### src/rtl/mem_arb_pkg.sv
// Shared types and constants for the unified-memory port arbiter.
package mem_arb_pkg;

    typedef enum logic [1:0] {
        IDLE   = 2'd0,
        ACCESS = 2'd1,
        WAIT   = 2'd2
    } arb_state_t;

    typedef enum logic {
        OWN_IF = 1'b0,
        OWN_D  = 1'b1
    } arb_owner_t;

    localparam logic [3:0] BE_ALL = 4'hF;

    // Bit positions inside the selector's grant vector
    localparam int unsigned GNT_IF = 0;
    localparam int unsigned GNT_D  = 1;

endpackage

### src/rtl/arb_prio_sel.sv
// Two-way request selector for the memory port arbiter.
// Define MEM_ARB_RR_EN for round-robin; otherwise D has fixed priority over IF.
module arb_prio_sel
    import mem_arb_pkg::*;
(
    input  logic       if_req,
    input  logic       d_req,
`ifdef MEM_ARB_RR_EN
    input  arb_owner_t last_owner,
`endif
    output logic [1:0] gnt
);

    always_comb begin
        gnt = 2'b00;
`ifdef MEM_ARB_RR_EN
        // On a tie the port that did not win last time goes first
        if (if_req && d_req) begin
            if (last_owner == OWN_D) begin
                gnt[GNT_IF] = 1'b1;
            end else begin
                gnt[GNT_D] = 1'b1;
            end
        end else if (d_req) begin
            gnt[GNT_D] = 1'b1;
        end else if (if_req) begin
            gnt[GNT_IF] = 1'b1;
        end
`else
        if (d_req) begin
            gnt[GNT_D] = 1'b1;
        end else if (if_req) begin
            gnt[GNT_IF] = 1'b1;
        end
`endif
    end

endmodule

### src/rtl/mem_port_arbiter.sv
// Shares one single-ported memory between the fetch (IF) and load/store (D) ports.
// Arbitration policy selected by MEM_ARB_RR_EN (round-robin) or fixed D-over-IF when undefined.
module mem_port_arbiter
    import mem_arb_pkg::*;
#(
    parameter int unsigned ADDR_W      = 32,
    parameter int unsigned DATA_W      = 32,
    parameter int unsigned MEM_LATENCY = 2
) (
    input  logic              clk,
    input  logic              reset,
    input  logic              if_req,
    input  logic [ADDR_W-1:0] if_addr,
    output logic              if_gnt,
    output logic              if_rvalid,
    output logic [DATA_W-1:0] if_rdata,
    input  logic              d_req,
    input  logic              d_we,
    input  logic [ADDR_W-1:0] d_addr,
    input  logic [DATA_W-1:0] d_wdata,
    input  logic [3:0]        d_be,
    output logic              d_gnt,
    output logic              d_rvalid,
    output logic [DATA_W-1:0] d_rdata,
    output logic              mem_en,
    output logic              mem_we,
    output logic [ADDR_W-1:0] mem_addr,
    output logic [DATA_W-1:0] mem_wdata,
    output logic [3:0]        mem_be,
    input  logic [DATA_W-1:0] mem_rdata,
    output logic              busy
);

    localparam int unsigned     CNT_W    = $clog2(MEM_LATENCY + 1);
    localparam logic [CNT_W-1:0] CNT_LOAD = CNT_W'(MEM_LATENCY - 1);
    localparam logic [CNT_W-1:0] CNT_ONE  = CNT_W'(1);

    arb_state_t       state;
    arb_owner_t       owner;
    logic [CNT_W-1:0] cnt;
    logic             is_store;
    logic [1:0]       sel;
    logic             done_c;

    arb_prio_sel u_prio_sel (
        .if_req     (if_req),
        .d_req      (d_req),
`ifdef MEM_ARB_RR_EN
        .last_owner (owner),
`endif
        .gnt        (sel)
    );

    // Grants are only offered while no transaction is in flight
    assign if_gnt = (state == IDLE) && sel[GNT_IF];
    assign d_gnt  = (state == IDLE) && sel[GNT_D];

    // Cycle in which mem_rdata is valid for the current transaction
    assign done_c = ((state == ACCESS) && (MEM_LATENCY == 1)) ||
                    ((state == WAIT) && (cnt == CNT_ONE));

    always_ff @(posedge clk) begin
        if (reset) begin
            state     <= IDLE;
            owner     <= OWN_D;
            cnt       <= '0;
            is_store  <= 1'b0;
            busy      <= 1'b0;
            mem_en    <= 1'b0;
            mem_we    <= 1'b0;
            mem_addr  <= '0;
            mem_wdata <= '0;
            mem_be    <= '0;
            if_rvalid <= 1'b0;
            if_rdata  <= '0;
            d_rvalid  <= 1'b0;
            d_rdata   <= '0;
        end else begin
            if_rvalid <= 1'b0;
            d_rvalid  <= 1'b0;
            case (state)
                IDLE: begin
                    if (if_gnt || d_gnt) begin
                        state     <= ACCESS;
                        busy      <= 1'b1;
                        mem_en    <= 1'b1;
                        owner     <= d_gnt ? OWN_D : OWN_IF;
                        is_store  <= d_gnt && d_we;
                        mem_we    <= d_gnt && d_we;
                        mem_addr  <= d_gnt ? d_addr : if_addr;
                        mem_wdata <= d_gnt ? d_wdata : '0;
                        mem_be    <= (d_gnt && d_we) ? d_be : BE_ALL;
                    end
                end
                ACCESS: begin
                    mem_en <= 1'b0;
                    mem_we <= 1'b0;
                    if (!done_c) begin
                        cnt   <= CNT_LOAD;
                        state <= WAIT;
                    end
                end
                WAIT: begin
                    if (!done_c) begin
                        cnt <= cnt - CNT_ONE;
                    end
                end
                default: state <= IDLE;
            endcase

            // Capture the read data and pulse the owner's rvalid
            if (done_c) begin
                state <= IDLE;
                busy  <= 1'b0;
                cnt   <= '0;
                if (owner == OWN_D) begin
                    d_rvalid <= 1'b1;
                    d_rdata  <= is_store ? '0 : mem_rdata;
                end else begin
                    if_rvalid <= 1'b1;
                    if_rdata  <= mem_rdata;
                end
            end
        end
    end

endmodule

### config.mk
export PLATFORM = sky130hd
export DESIGN_NAME = mem_port_arbiter
export DESIGN_NICKNAME = d
export VERILOG_FILES = /design/src/rtl/mem_arb_pkg.sv /design/src/rtl/arb_prio_sel.sv /design/src/rtl/mem_port_arbiter.sv
export SDC_FILE = /design/constraint.sdc
export NUM_CORES = 1
export LEC_CHECK = 0
export ABC_AREA = 1
export CORE_UTILIZATION = 37
export DETAILED_ROUTE_END_ITERATION = 8
export PLACE_DENSITY_LB_ADDON = 0.25
export SYNTH_ARGS = -nofsm -noshare
export SYNTH_HDL_FRONTEND = slang
export SYNTH_SLANG_ARGS = --single-unit
### constraint.sdc
create_clock -name clk -period 1.51 [get_ports clk]
set_clock_uncertainty 0.2 [all_clocks]
set_input_delay 0.302 -clock clk [delete_from_list [all_inputs] [get_ports clk]]
set_output_delay 0.302 -clock clk [all_outputs]
set_load 0.05 [all_outputs]
; Yosys cells after proc, flatten, opt, wreduce, memory -nomap -nowiden
; Index checks and enable logic that the tools add are counted.
[op_classes]
eq_ne = 4
reduce_logical = 15
bitwise = 3
muxes = 17
n_addsub = 1
[op_table]
columns = operator, n
row1 = 32-bit two-way mux, 3
row2 = 2-bit AND reduction, 5
row3 = 1-bit two-way mux, 8
row4 = 2-bit one-hot mux with 3 select lines, 1
row5 = 2-bit by 1-bit equality test with 1-bit output (second input constant), 2
row6 = 1-bit logical AND, 4
row7 = 4-bit two-way mux, 1
row8 = 1-bit one-hot mux with 2 select lines, 2
row9 = 2-bit one-hot mux with 2 select lines, 1
row10 = 2-bit nonzero test, 2
row11 = 2-bit OR reduction, 2
row12 = 1-bit inverter, 3
row13 = 2-bit equality test (second input constant), 1
row14 = 2-bit logical NOT, 1
row15 = 2-bit two-way mux, 1
row16 = 2-bit by 1-bit inequality test with 1-bit output (second input constant), 1
row17 = 2-bit by 1-bit subtractor with 2-bit output (second input constant), 1
row18 = 1-bit logical OR, 1
[totals]
ff_bits = 143
output_inout_bits = 139
elab_cells = 54
inputBits = 137

; Longest topological paths before layout
[depth]
word_depth = 6
depth_mapped = 9

; Cells and area by module
; Synthesis repeated with hierarchy kept, for this count alone.
[hier_totals]
hier_cells = 749
area_unflattened_um2 = 5550.3
[modules_own_cells]
columns = module, n_inst, cells_per_inst, area_per_inst_um2
row1 = mem_port_arbiter, 1, 746, 5532.8
row2 = arb_prio_sel, 1, 3, 17.5

; Least setup slack after synthesis
; No wires, ideal clock.
[synth_path]
kind = register -> output
from = register state[0]
to = output if_gnt
stages_incl_launch_ff = 5
slack_ns = -0.331
arrival_time_ns = 1.339
cell_sequence = dfxtp_1 inv_1 ha_1 nand2_1 nor2_1
[synth_via]
elab_chain_len = 2
[synth_rtl]
columns = item, line
row1 = start: declaration, mem_port_arbiter.sv:38  ; arb_state_t state;
row2 = start signal: assignment, mem_port_arbiter.sv:64  ; state <= IDLE;
row3 = start signal: assignment, mem_port_arbiter.sv:84  ; state <= ACCESS;
row4 = start signal: assignment, mem_port_arbiter.sv:100  ; state <= WAIT;
row5 = 2-bit logical NOT, mem_port_arbiter.sv:55  ; assign if_gnt = (state == IDLE) && sel[GNT_IF];
row6 = 1-bit logical AND, mem_port_arbiter.sv:55
row7 = end: declaration, mem_port_arbiter.sv:14  ; output logic if_gnt,
; Every way passes these cells.

; Worst setup path in the final report
[layout_path]
from = register state[1]
to = output d_gnt
[layout_via]
elab_chain_len = 2
[layout_rtl]
columns = item, line
row1 = 2-bit logical NOT, mem_port_arbiter.sv:56  ; assign d_gnt = (state == IDLE) && sel[GNT_D];
row2 = 1-bit logical AND, mem_port_arbiter.sv:56
row3 = end: declaration, mem_port_arbiter.sv:22  ; output logic d_gnt,
; Every way passes these cells.

==> flow_summary_export.csv <==
group,metric,value,unit
routing,vias_per_cell,4.87,
status,status,"finished, violations left",
worst_setup_path,worstRegToRegCells,10,
synthesis,netlist-cell-type-count,19,
cts,clock_latency,410,ps
grt,met3_usage,10.8,%
die,die_height,127,um
power,ir_worst_vdd,1020,uV
grt,grtUsageMet1,27.2,%
sta,maxSlewHeadroom,73.0,%
sta,setup_viol,144,
finish,nets,1276,
sta,setup_ws,-371,ps
finish,final_cell_mix,"nand2_1, buf_12, clkdlybuf4s50_1, dfxtp_1, nor2_1",
place,portBuffers,275,
worst_setup_path,cp_data_arrival_time,1380,ps
routing,drt_iter0_drc,323,
synthesis,syn-cell-area,5750,um^2
power,powerDensity,1790,nW/um^2
finish,fillers,959,
cts,clockRootBuffer,"clkbuf_16",
worst_setup_path,required,1010,ps
routing,vias,6494,
synthesis,yosysTopAreaCell,"dfxtp_1",
grt,gr-usage-all-layers,25.1,%
synthesis,ys_seq_area_share,49.8,%
grt,grt_max_degree,53,
routing,post-route-drc-count,0,
die,dieArea,16000,um^2
worst_setup_path,r2r_slack,-340,ps
min_path,hold_depth,3,
cts,cts.clk_slew.worst_paths,60,ps
finish,drive_above_1_share,28.8,%
finish,finalNonFillerCells,1334,
synthesis,syn_area_per_cell,6.97,um^2
synthesis,synth_cells,824,
place,dp.cells,1267,
power,power_leakage,0.00516,uW
synthesis,synthTopCellsByArea,"dfxtp_1, nand2_1, nor2_1",
cts,cts_tree,"done",
status,failed_checks,"setup timing",
worst_setup_path,cp_max_fo,4,
routing,postRouteAntennaNets,0,
grt,top_usage_layer,"met2",
die,io-pin-count,276,
worst_setup_path,worst_setup_path_end_kind,"output pin",
grt,overflow,0,
finish,diodes,0,
grt,grt_pass1_vias,6040,
min_path,worstHoldPathType,"in -> reg",
worst_setup_path,crit_type,"reg -> out",
grt,grt_pass1_wl,31.2,mm
sta,min_period,1880,ps
die,rows,45,
sta,period_share,125,%
sta,finalSetupTns,-37450,ps
sta,rsz0062_at_grt,"true",
place,place_area,10400,um^2
synthesis,syn-num-nets,966,
synthesis,synth_top_area_share,49.8,%
sta,max_freq,532,MHz
cts,cts_buffer_depth,2,
place,dp_hpwl,12.8,mm
routing,wirelength,22.3,mm
cts,ctsHoldBuffers,0,
sta,hold_viol_final,0,
routing,drt-pass1-iter-count,5,
sta,tightest_slew,405,ps
worst_setup_path,start_kind,"register",
cts,cts_buffers,17,
cts,cts_htree_levels,4,
synthesis,ys_ff_latch,143,
die,start_util,37.8,%
synthesis,yosysWarnings,0,
finish,fin_area,11900,um^2
die,fp.dieW,127,um
die,core,15200,um^2
cts,cts_sinks,143,
run,drv_cap,0,
routing,wire_per_inst,16.8,um
grt,antenna_found_initial,0,
finish,syn_to_final_growth,107,%
grt,gr-usage-met2,43.9,%
finish,final_common_cell,"nand2_1",
place,gp_congestion,0.757,
sta,finalMaxSlewViolations,0,
[kinds of logic after synthesis]
logic type               count (synthesis)  share of synthesized area [%]
AO/OA/AOI/OAI                          108                           9.58
adder cells (fa/ha/maj)                  5                           1.09
buffers and inverters                  103                           7.86
flip-flops                             143                           49.8
AND/OR/NAND/NOR                        465                           31.7
[where the power goes]
| group | internal [uW] | switching, uW |
|---|---|---|
| Sequential | 4660 | 904 |
| Combinational | 5610 | 6160 |
| Clock | 2300 | 1670 |
[path summary, 6_finish.rpt]
| kind | end | startpoint |
|---|---|---|
| worst max-delay path | d_gnt | state[1]$_SDFFE_PP0P_ |
| worst min register to register | is_store$_SDFFE_PP0P_ | is_store$_SDFFE_PP0P_ |
| worst min-delay path | mem_wdata[13]$_SDFFE_PP0P_ | d_wdata[13] |
| worst max register to register | mem_wdata[5]$_SDFFE_PP0P_ | state[0]$_SDFFE_PP0P_ |
[registers in the layout, summed over array words and instances, names as in the netlist]
register and flops:
d_rdata 32, owner 1, busy 1, mem_addr 32
mem_wdata 32, mem_we 1, if_rvalid 1, cnt 2
mem_en 1, if_rdata 32, mem_be 4, state 2
d_rvalid 1, is_store 1
[what timing repair did]
action,in CTS,in global routing
cloned,7,13
setup buffers,9,11
endpoints found under the setup margin,144,150
gates resized for setup,38,121
pin swaps,6,19
[final cells by class]
class                   count  area [um^2]  area share [%]
inverters                  53          215            1.81
repair buffers            340         5160            43.4
clock buffers              18          439            3.69
clock inverters            13          116           0.977
multi-input cells         579         2860            24.0
well taps                 188          235            1.98
flip-flops and latches    143         2880            24.2
[worst max-delay path: stages (launching register included)]
cell        delay (ps)
dfxtp_4            380
inv_4               60
ha_4               180
nand2_4             60
clkinvlp_4         120
buf_12             170
[cell usage after synthesis, drive strengths merged]
cell type	number
o211a	1
ha	5
clkbuf	18
inv	53
nand3b	4
dfxtp	143
a31oi	1
a21oi	41
buf	32
o21ai	65
nand2	278
nand3	35
nor2	148
[metal layers]
metal	wire length (um)	part of all wire (%)
met2	11700	52
met4	581	2.6
met1	7980	36
met3	2110	9.5
met5	0	0
[stage by stage]
stage               hold slack, ps  setup slack (ps)  total power (uW)  util, %
CTS                            228              -431             20700     74.2
global route                   239              -427             22300     78.3
finish                         243              -371             21300     78.3
detailed placement             260              -337             15800     68.1
global placement               248              -315             15700     68.1
floorplan                      237             -13.7             10700        -
Note: power is estimated with default switching activity, not from simulation.
